[config.mk]
export PLATFORM = sky130hd
export DESIGN_NAME = tdm_demux4
export DESIGN_NICKNAME = d
export VERILOG_FILES = /design/src/rtl/tdm_demux4.sv
export SDC_FILE = /design/constraint.sdc
export NUM_CORES = 1
export LEC_CHECK = 0
export ABC_AREA = 1
export BUFFER_PORTS_ARGS = -buffer_cell sky130_fd_sc_hd__buf_4
export CAP_MARGIN = 0
export CORE_MARGIN = 2
export CORE_UTILIZATION = 40
export DETAILED_ROUTE_END_ITERATION = 10
export PLACE_DENSITY = 0.72
export SYNTH_ARGS = -nofsm -noshare
export SYNTH_HDL_FRONTEND = slang
export SYNTH_SLANG_ARGS = --single-unit
[constraint.sdc]
create_clock -name clk -period 1.2 [get_ports clk]
set_input_delay 0.24 -clock clk [delete_from_list [all_inputs] [get_ports clk]]
set_output_delay 0.24 -clock clk [all_outputs]
set_load 0.05 [all_outputs]
[src/rtl/tdm_demux4.sv]
// rtl/tdm_demux4.sv - TDM receive demux: 1-bit serial slots to aligned 4-bit frames
// Hunt/locked framing with flywheel over missed syncs and misplaced-sync reporting.
module tdm_demux4 #(
  parameter int MISS_MAX = 2
) (
  input  logic       clk,
  input  logic       rst,
  input  logic       d,
  input  logic       sync,
  input  logic       en,
  output logic [3:0] y,
  output logic       valid,
  output logic [1:0] s,
  output logic       lock,
  output logic       err
);

  typedef enum logic {HUNT, LOCKED} state_t;

  localparam logic [2:0] MISS_LIM = 3'(MISS_MAX);

  state_t     state, state_n;
  logic [3:0] sh, sh_n, y_n;
  logic [1:0] s_n, k;
  logic [2:0] miss, miss_n, miss_inc;
  logic       valid_n, err_n, take;

  always_ff @(posedge clk) begin
    if (rst) begin
      state <= HUNT;
      sh    <= '0;
      y     <= '0;
      s     <= '0;
      miss  <= '0;
      valid <= 1'b0;
      err   <= 1'b0;
    end else begin
      state <= state_n;
      sh    <= sh_n;
      y     <= y_n;
      s     <= s_n;
      miss  <= miss_n;
      valid <= valid_n;
      err   <= err_n;
    end
  end

  always_comb begin
    state_n  = state;
    sh_n     = sh;
    y_n      = y;
    s_n      = s;
    miss_n   = miss;
    valid_n  = 1'b0;
    err_n    = 1'b0;
    take     = 1'b0;
    k        = s;
    miss_inc = miss + 3'd1;

    case (state)
      HUNT: begin
        if (en && sync) begin
          take    = 1'b1;
          k       = 2'd0;
          state_n = LOCKED;
          miss_n  = '0;
        end
      end
      LOCKED: begin
        if (en) begin
          if (sync) begin
            // A sync away from slot 0 realigns; the s=1 restart forces slots 1..2 to be rewritten.
            take   = 1'b1;
            k      = 2'd0;
            miss_n = '0;
            err_n  = (s != 2'd0);
          end else if (s != 2'd0) begin
            take = 1'b1;
            k    = s;
          end else if (miss_inc < MISS_LIM) begin
            take   = 1'b1;
            k      = 2'd0;
            miss_n = miss_inc;
          end else begin
            state_n = HUNT;
            s_n     = 2'd0;
            miss_n  = '0;
          end
        end
      end
      default: state_n = HUNT;
    endcase

    if (take) begin
      sh_n[k] = d;
      s_n     = k + 2'd1;
      if (k == 2'd3) begin
        y_n     = {d, sh[2:0]};
        valid_n = 1'b1;
      end
    end
  end

  assign lock = (state == LOCKED);

endmodule

* Word-level counts from Yosys, hierarchy flattened
Cells that the tools add are included.
** Storage, ports and cells
- Output and inout port bits :: 9
- Flip-flop bits (word level) :: 16
- Latch bits :: 0
- Memory bits (writable) :: 0
- ROM bits :: 0
- Word-level logic and storage cells :: 63
- Bits of input ports :: 5
- Memories kept :: 0
** Operators by class
- Shift-type cells :: 0
- Equality and inequality tests :: 7
- Add/subtract/negate cells :: 2
- Reduce and logical (&&, ||, !) cells :: 10
- Mux-type cells :: 30
- Multipliers :: 0
- Divide/modulo/power cells :: 0
- Magnitude comparators :: 3
- Bitwise gates (word level) :: 4
** Operator list (count)
- $mux W2 :: 11
- $mux W3 :: 5
- $mux W1 :: 8
- $ne A2 B2 Y1 const B :: 4
- $pmux W3 S2 :: 1
- $reduce_bool A2 Y1 :: 3
- $reduce_and A5 Y1 :: 1
- $bwmux W4 :: 1
- $not A1 Y1 :: 4
- $pmux W1 S2 :: 2
- $pmux W2 S2 :: 1
- $reduce_or A4 Y1 :: 1
- $add A3 B1 Y3 const B :: 1
- $lt A2 B3 Y1 const B :: 1
- $lt A3 B2 Y1 const B :: 1
- $ne A3 B3 Y1 const B :: 1
- $reduce_and A3 Y1 :: 1
- $add A2 B1 Y2 const B :: 1
- $demux W1 S2 :: 1
- $eq A2 B2 Y1 const B :: 1
- $ge A2 B1 Y1 const B :: 1
- $logic_and A1 B1 Y1 :: 2
- $ne A2 B1 Y1 const B :: 1
- $reduce_and A2 Y1 :: 1
- $reduce_or A2 Y1 :: 1

* Longest topological paths before layout
Gate-level depths: netlist (run 1).
- Depth after elaboration :: 12
- Depth in mapped cells :: 10
- Mapped depth without buffers :: 10

* Worst setup path before layout (run 1)
Ideal clock, no wire load.
- Path kind :: reg-to-reg
- Start :: register s[0]
- End :: register s[1]
- Slack :: -0.380 ns
- Arrival :: 1.510 ns
- Cell stages (with the launch flop) :: 8
- Path buffers :: 0
- Setup time :: 0.070 ns
- Required time :: 1.130 ns
- Period minus slack after synthesis :: 1.580 ns
- Cell sequence :: dfxtp_1 -> inv_1 -> nor2_1 -> inv_1 -> ha_1 -> inv_1 -> nand2_2 -> a21oi_1
** Between the ends
- Longest elaborated chain between the ends :: 7
- Elaborated cells between the ends (all ways) :: 19
- Classes of those cells :: add/sub (1); eq/ne (3); mux (11); reduce/logical (4)
** RTL lines
- start: declaration :: line 13 : output logic [1:0] s,
- start signal: assignment :: line 41 : s <= s_n;
- $mux W2 or $reduce_bool A2 Y1 (tied branches) :: line 80, 77
- $mux W2 or $mux W1 (tied branches) :: line 77 : end else if (s != 2'd0) begin
- $mux W2 or $mux W1 (tied branches) :: line 71 : if (sync) begin
- $mux W2 or $mux W1 (tied branches) :: line 70 : if (en) begin
- $pmux W2 S2 or $pmux W1 S2 (tied branches) :: line 60 : case (state)
- $add A2 B1 Y2, or another cell as far along :: line 96 : s_n = k + 2'd1;
- $mux W2 or $reduce_and A5 Y1 (tied branches)
Several ways; a longest one is shown, not always the timed one.
A chain may end at the register's enable or synchronous reset.

* Worst setup path in the final report (run 1)
- Start :: register miss[1]
- End :: register sh[0]
** Between the ends
- Longest elaborated chain between the ends :: 12
- Elaborated cells between the ends (all ways) :: 18
- Classes of those cells :: add/sub (1); order compare (3); mux (13); reduce/logical (1)
** RTL lines
- start: declaration :: line 25 : logic [2:0] miss, miss_n, miss_inc;
- start signal: assignment :: line 42 : miss <= miss_n;
- $add A3 B1 Y3 (*) :: line 58 : miss_inc = miss + 3'd1;
- $lt A3 B2 Y1 (*) :: line 80 : end else if (miss_inc < MISS_LIM) begin
- $mux W2 :: line 80
- $mux W2 :: line 77
- $mux W2 :: line 71
- $mux W2 :: line 70
- $pmux W2 S2 :: line 60
- $lt A2 B3 Y1 (implied by the code) or $ge A2 B1 Y1 (tied branches) :: line 95 : sh_n[k] = d;
- $logic_and A1 B1 Y1 (implied by the code) :: line 95
- $mux W1 (implied by the code) :: line 95
- $demux W1 S2 :: line 95
- $bwmux W4 :: line 95
- end signal: assignment :: line 39 : sh <= sh_n;
- end: declaration :: line 23 : logic [3:0] sh, sh_n, y_n;
Every way passes the cells marked *; elsewhere a longest branch is shown, timed or not.

==> impl_metrics.ini, run 1 <==
[status]
status = finished with violations
violations = negative setup slack

[layout]
syn2layout_area_growth_pct = 53.7
finalInstanceArea_mm2 = 0.00111
num-fill-cells = 147
n_antenna_cell = 0
fin_nets = 136
drive_above_1_share_pct = 49.6

[yosys]
synthTopCellsByArea = dfxtp_1, nand2_1, ha_1, inv_1, a21oi_1
yosysSeqAreaShare_pct = 41.7
synth_edf_count = 0
synth_top_flop_cell = dfxtp_1
syn_avg_cell_area_um2 = 7.27
synth_common_cells = nand2_1, inv_1, dfxtp_1
syn_area_um2 = 719
syn_inst = 99
async_flop_share_pct = 0
syn-num-nets = 109
synth_cell_types = 16
ys_ff_latch = 15
yosysTopAreaCell = dfxtp_1
synth_most_common_cell = nand2_1
ys.warnings.count = 0
yosysTopAreaCellShare_pct = 41.7

[place]
placed_area_um2 = 971
hpwl_um = 1090
io_buffers = 13
place_congestion = 0.822
dpl_worst_slack_ns = -0.251

[critical_path]
worstPathArrival_ns = 1.45
cp_cell_sequence = ha_4 > inv_2 > nand3_4 > nand2_4 > nand2_8 > nand2_4 > nand3_1 > nand2_1 > nor2_1
path_class = reg -> reg
required_ns = 1.37
start_kind = flop
critPathMaxFanout = 4
cp-end-kind = flop
max_stage_delay_ns = 0.34
cp_common_cell = nand2_4
cpMaxStageDelayCell = dfxtp_2

[sta]
fin_skew_ns = 0.00384
tns_ns = -0.605
finalSetupViolations = 12
grt_setup_unrepaired = true
fmax_mhz = 783
fin_ws_ns = -0.0767
period_minus_slack_ns = 1.28
layout_worst_path_cycle_share_pct = 106
slew_violations = 0
worst_pin_slew_ns = 0.313
holdWs_ns = 0.150
relSlewSlack_pct = 79.1
hold_viol = 0

[route]
routedWlPerCell_um = 10.4
dr.pass1.iters = 4
drc = 0
drtAntennaViolNets = 0
routed_wl_um = 1560
vias = 704
via_per_inst = 4.69
drtIter0Drc = 7

[pwr]
p_per_area_mw_per_mm2 = 946
power.leakage_nw = 0.498
total_power_mw = 1.05
vdd_drop_max_uv = 608

[floorplan]
die-height_um = 46.4
coreArea_mm2 = 0.00171
dieWidth_um = 46.4
rows = 15
dieArea_mm2 = 0.00215
num_io_pins = 14
initial_utilization_pct = 42.1

[clock_tree]
clk_latency_ns = 0.27
cts_tree = built
clk_pin_slew_ns = 0.09
clock-root-buffer = clkbuf_4
htree_levels = 1
postCtsHoldBufs = 0
post-cts-setup-buffer-count = 0
cts_buffers = 3
cts_sinks = 15
clk_path_buf_depth = 2

[global_route]
overflow = 0
grt_max_degree = 12
antenna_found_initial = 0
grt_pass1_wl_um = 2400
first_global_vias = 597
track_usage_pct = 16.1

[worst_hold_path]
hold_class = in -> reg

[run]
max_cap_violations = 0
repair_timing:
action                                  4_1_cts  5_1_grt
resized for setup                             6       12
pin swaps                                     2        5
endpoints found under the setup margin       11       12
gates cloned                                  1        1
final timing paths:
| kind | startpoint | end | slack (ns) | depth (start not counted) |
|---|---|---|---|---|
| max reg2reg | miss[1]$_SDFFE_PP0P_ | sh[0]$_SDFFE_PP0P_ | -0.08 | 9 |
| max | miss[1]$_SDFFE_PP0P_ | sh[0]$_SDFFE_PP0P_ | -0.08 | 9 |
| min reg2reg | miss[1]$_SDFFE_PP0P_ | miss[1]$_SDFFE_PP0P_ | 0.47 | 2 |
| min | rst | s[0]$_SDFFE_PP0P_ | 0.15 | 2 |
kinds of logic (layout without fill, tap and decap cells):
group                      count (synthesis)  in the layout  synth area share (%)
AOI/OAI and AO/OA                         13             13                  9.57
DFF                                       15             15                  41.7
and+or+nand+nor                           47             49                  28.9
buffers and inverters                     19             43                  11.1
adders and majority gates                  5              5                  8.70
layout by cell type (no fill, tap or decap), drive strengths merged:
master and n:
nand2 24, buf 23, inv 16, dfxtp 15
nor2 13, a21oi 10, nand3 9, ha 5
clkbuf 4, o21ai 2, nor3 2, or2 1
o221ai 1
layout make-up:
cell class,count,area [um^2],area share (%)
multi-input combinational,67,498,45.0
clock buffer,4,26.3,2.38
inverter,16,60.1,5.43
timing repair buffer,23,176,16.0
tap,25,31.3,2.83
sequential,15,314,28.4
flip-flops by register name (all words and copies together) (netlist names):
name   cells
lock       1
err        1
valid      1
miss       3
s          2
y          4
sh         3
report_power, final:
part	total [mW]	internal (mW)	switching (mW)
clock network	0.278	0.129	0.149
logic	0.247	0.0983	0.148
registers	0.522	0.511	0.0113
total	1.05	0.738	0.309
per-stage QoR:
stage               util [%]  std cells
global route            64.8        150
detailed placement      56.8        144
global placement        56.8        144
CTS                     61.2        149
finish                  64.8        150
floorplan                  -         99
worst max-delay path, delay by kind of cell, from the launching register on:
kind	cells	cell delay [ns]
buffers and inverters	1	0.07
DFF	1	0.34
adders and majority gates	1	0.23
and+or+nand+nor	7	0.54
metal layers:
layer  GRT usage (%)  wire (um)
met2            26.9        794
met4            8.57         13
met5               0          0
met1            18.6        688
met3            3.92         64
Note: power is estimated with default switching activity, not from simulation.
==> run 2: changes to the inputs <==
--- a/constraint.sdc
+++ b/constraint.sdc
@@ -3,2 +3,2 @@
 set_output_delay 0.24 -clock clk [all_outputs]
-set_load 0.05 [all_outputs]
+set_load 0.02 [all_outputs]
==> impl_metrics.ini, run 2 (synthesized netlist as in run 1, its figures left out) <==
[layout]
n_antenna_cell = 0
drive_above_1_share_pct = 49.6
largest-register = y
utilization_pct = 64.9
fin_nets = 138
syn2layout_area_growth_pct = 54.1
reg_top3 = y: 4 flops, miss: 3 flops, sh: 3 flops
stdcell_count = 152
layout_common_cells = buf_4, nand2_1, inv_1
largest_reg_flops = 4
final_common_cell = buf_4

[floorplan]
die-height_um = 46.4
dieWidth_um = 46.4
rows = 15
initial_utilization_pct = 42.1
coreArea_mm2 = 0.00171
dieArea_mm2 = 0.00215
num_io_pins = 14

[pwr]
vdd_drop_max_uv = 647
power.leakage_nw = 0.497
p_per_area_mw_per_mm2 = 948

[global_route]
overflow = 0
first_global_vias = 646
grt_pass1_wl_um = 2770
track_usage_pct = 18.3
antenna_found_initial = 0
grt_max_degree = 12

[route]
dr.pass1.iters = 3
drc = 0
routedWlPerCell_um = 11.4
drtAntennaViolNets = 0
routed_wl_um = 1730
via_per_inst = 4.67
drtIter0Drc = 5
vias = 710

[clock_tree]
clk_pin_slew_ns = 0.10
cts_sinks = 15
cts_buffers = 3
clk_latency_ns = 0.28
htree_levels = 1
postCtsHoldBufs = 0
clk_path_buf_depth = 2
cts_tree = built
clock-root-buffer = clkbuf_4

[sta]
period_minus_slack_ns = 1.34
slew_violations = 0
finalSetupViolations = 11
worst_pin_slew_ns = 0.345
hold_viol = 0
relSlewSlack_pct = 77.0
fmax_mhz = 744
fin_ws_ns = -0.144
grt_setup_unrepaired = true
layout_worst_path_cycle_share_pct = 112
fin_skew_ns = 0.00534

[critical_path]
critPathMaxFanout = 8
required_ns = 1.38
cp-end-kind = flop
start_kind = flop
worstPathArrival_ns = 1.53
path_class = reg -> reg

[worst_hold_path]
hold_class = in -> reg

[place]
hpwl_um = 1020
place_congestion = 0.739
dp.cells = 144
io_buffers = 13

[run]
max_cap_violations = 0

[status]
violations = negative setup slack
status = finished with violations
==> run 2: changes by cell type in the layout (fill, tap and decap cells not counted), moves of 2 or more <==
cell / delta
nor2_2: -2
dfxtp_1: +2
a21oi_2: -3
dfxtp_4: -3
nand3_2: +6
a21oi_1: +2
buf_4: +3
nand3_1: -5
==> run 2: area by class of cell <==
cell class	instances	area (um^2)
well taps	25	31.3
multi-input cells	67	498
clock inverters	1	5.00
flip-flops and latches	15	304
inverters	16	60.1
repair buffers	25	188
fillers	142	599
clock buffers	3	22.5
==> run 2: path summary, 6_finish.rpt <==
path | cells after the start | end | slack [ns] | startpoint
max | 8 | y[0]$_SDFFE_PP0P_ | -0.14 | s[0]$_SDFFE_PP0P_
min | 2 | s[0]$_SDFFE_PP0P_ | 0.15 | rst
max reg2reg | 8 | y[0]$_SDFFE_PP0P_ | -0.14 | s[0]$_SDFFE_PP0P_
min reg2reg | 2 | miss[2]$_SDFFE_PP0P_ | 0.46 | miss[2]$_SDFFE_PP0P_
==> run 2: critical path: stages, from the launching register on <==
cell and delay [ns]:
dfxtp_2 0.33, inv_1 0.12, nand2_1 0.11, nor2_1 0.12, nand2_2 0.09, nand2_4 0.15, nand2_8 0.10, a21oi_1 0.17
nor2_1 0.06
==> run 2: power breakdown <==
part | switching, mW | internal [mW]
clock network | 0.170 | 0.123
logic | 0.133 | 0.0996
registers | 0.0120 | 0.514
==> run 2: per-layer routing <==
layer | wire length [um] | global-route usage, % | vias up
li1 | - | - | 367
met1 | 732 | 23.7 | 332
met2 | 930 | 30.6 | 9
met3 | 53 | 3.53 | 2
met4 | 12 | 5.14 | 0
met5 | 0 | 0 | -
==> run 2: repair_timing <==
item	4_1_cts	5_1_grt
gates cloned	2	0
setup endpoints to repair	12	12
gates resized for setup	20	10
pin swaps	7	10
buffers inserted	1	1
==> run 2: stage by stage <==
stage / hold WS (ns) / cell area (um^2) / total power, mW / setup slack, ns / setup TNS (ns)
after floorplan: 0.302 / 728 / 0.637 / -0.0928 / -0.826
after global placement: 0.438 / 912 / 0.697 / -0.167 / -1.48
after detailed placement: 0.447 / 912 / 0.700 / -0.189 / -1.82
after CTS: 0.150 / 1060 / 1.04 / -0.0993 / -0.800
after global routing: 0.134 / 1110 / 1.10 / -0.207 / -1.76
final: 0.148 / 1110 / 1.05 / -0.144 / -0.902
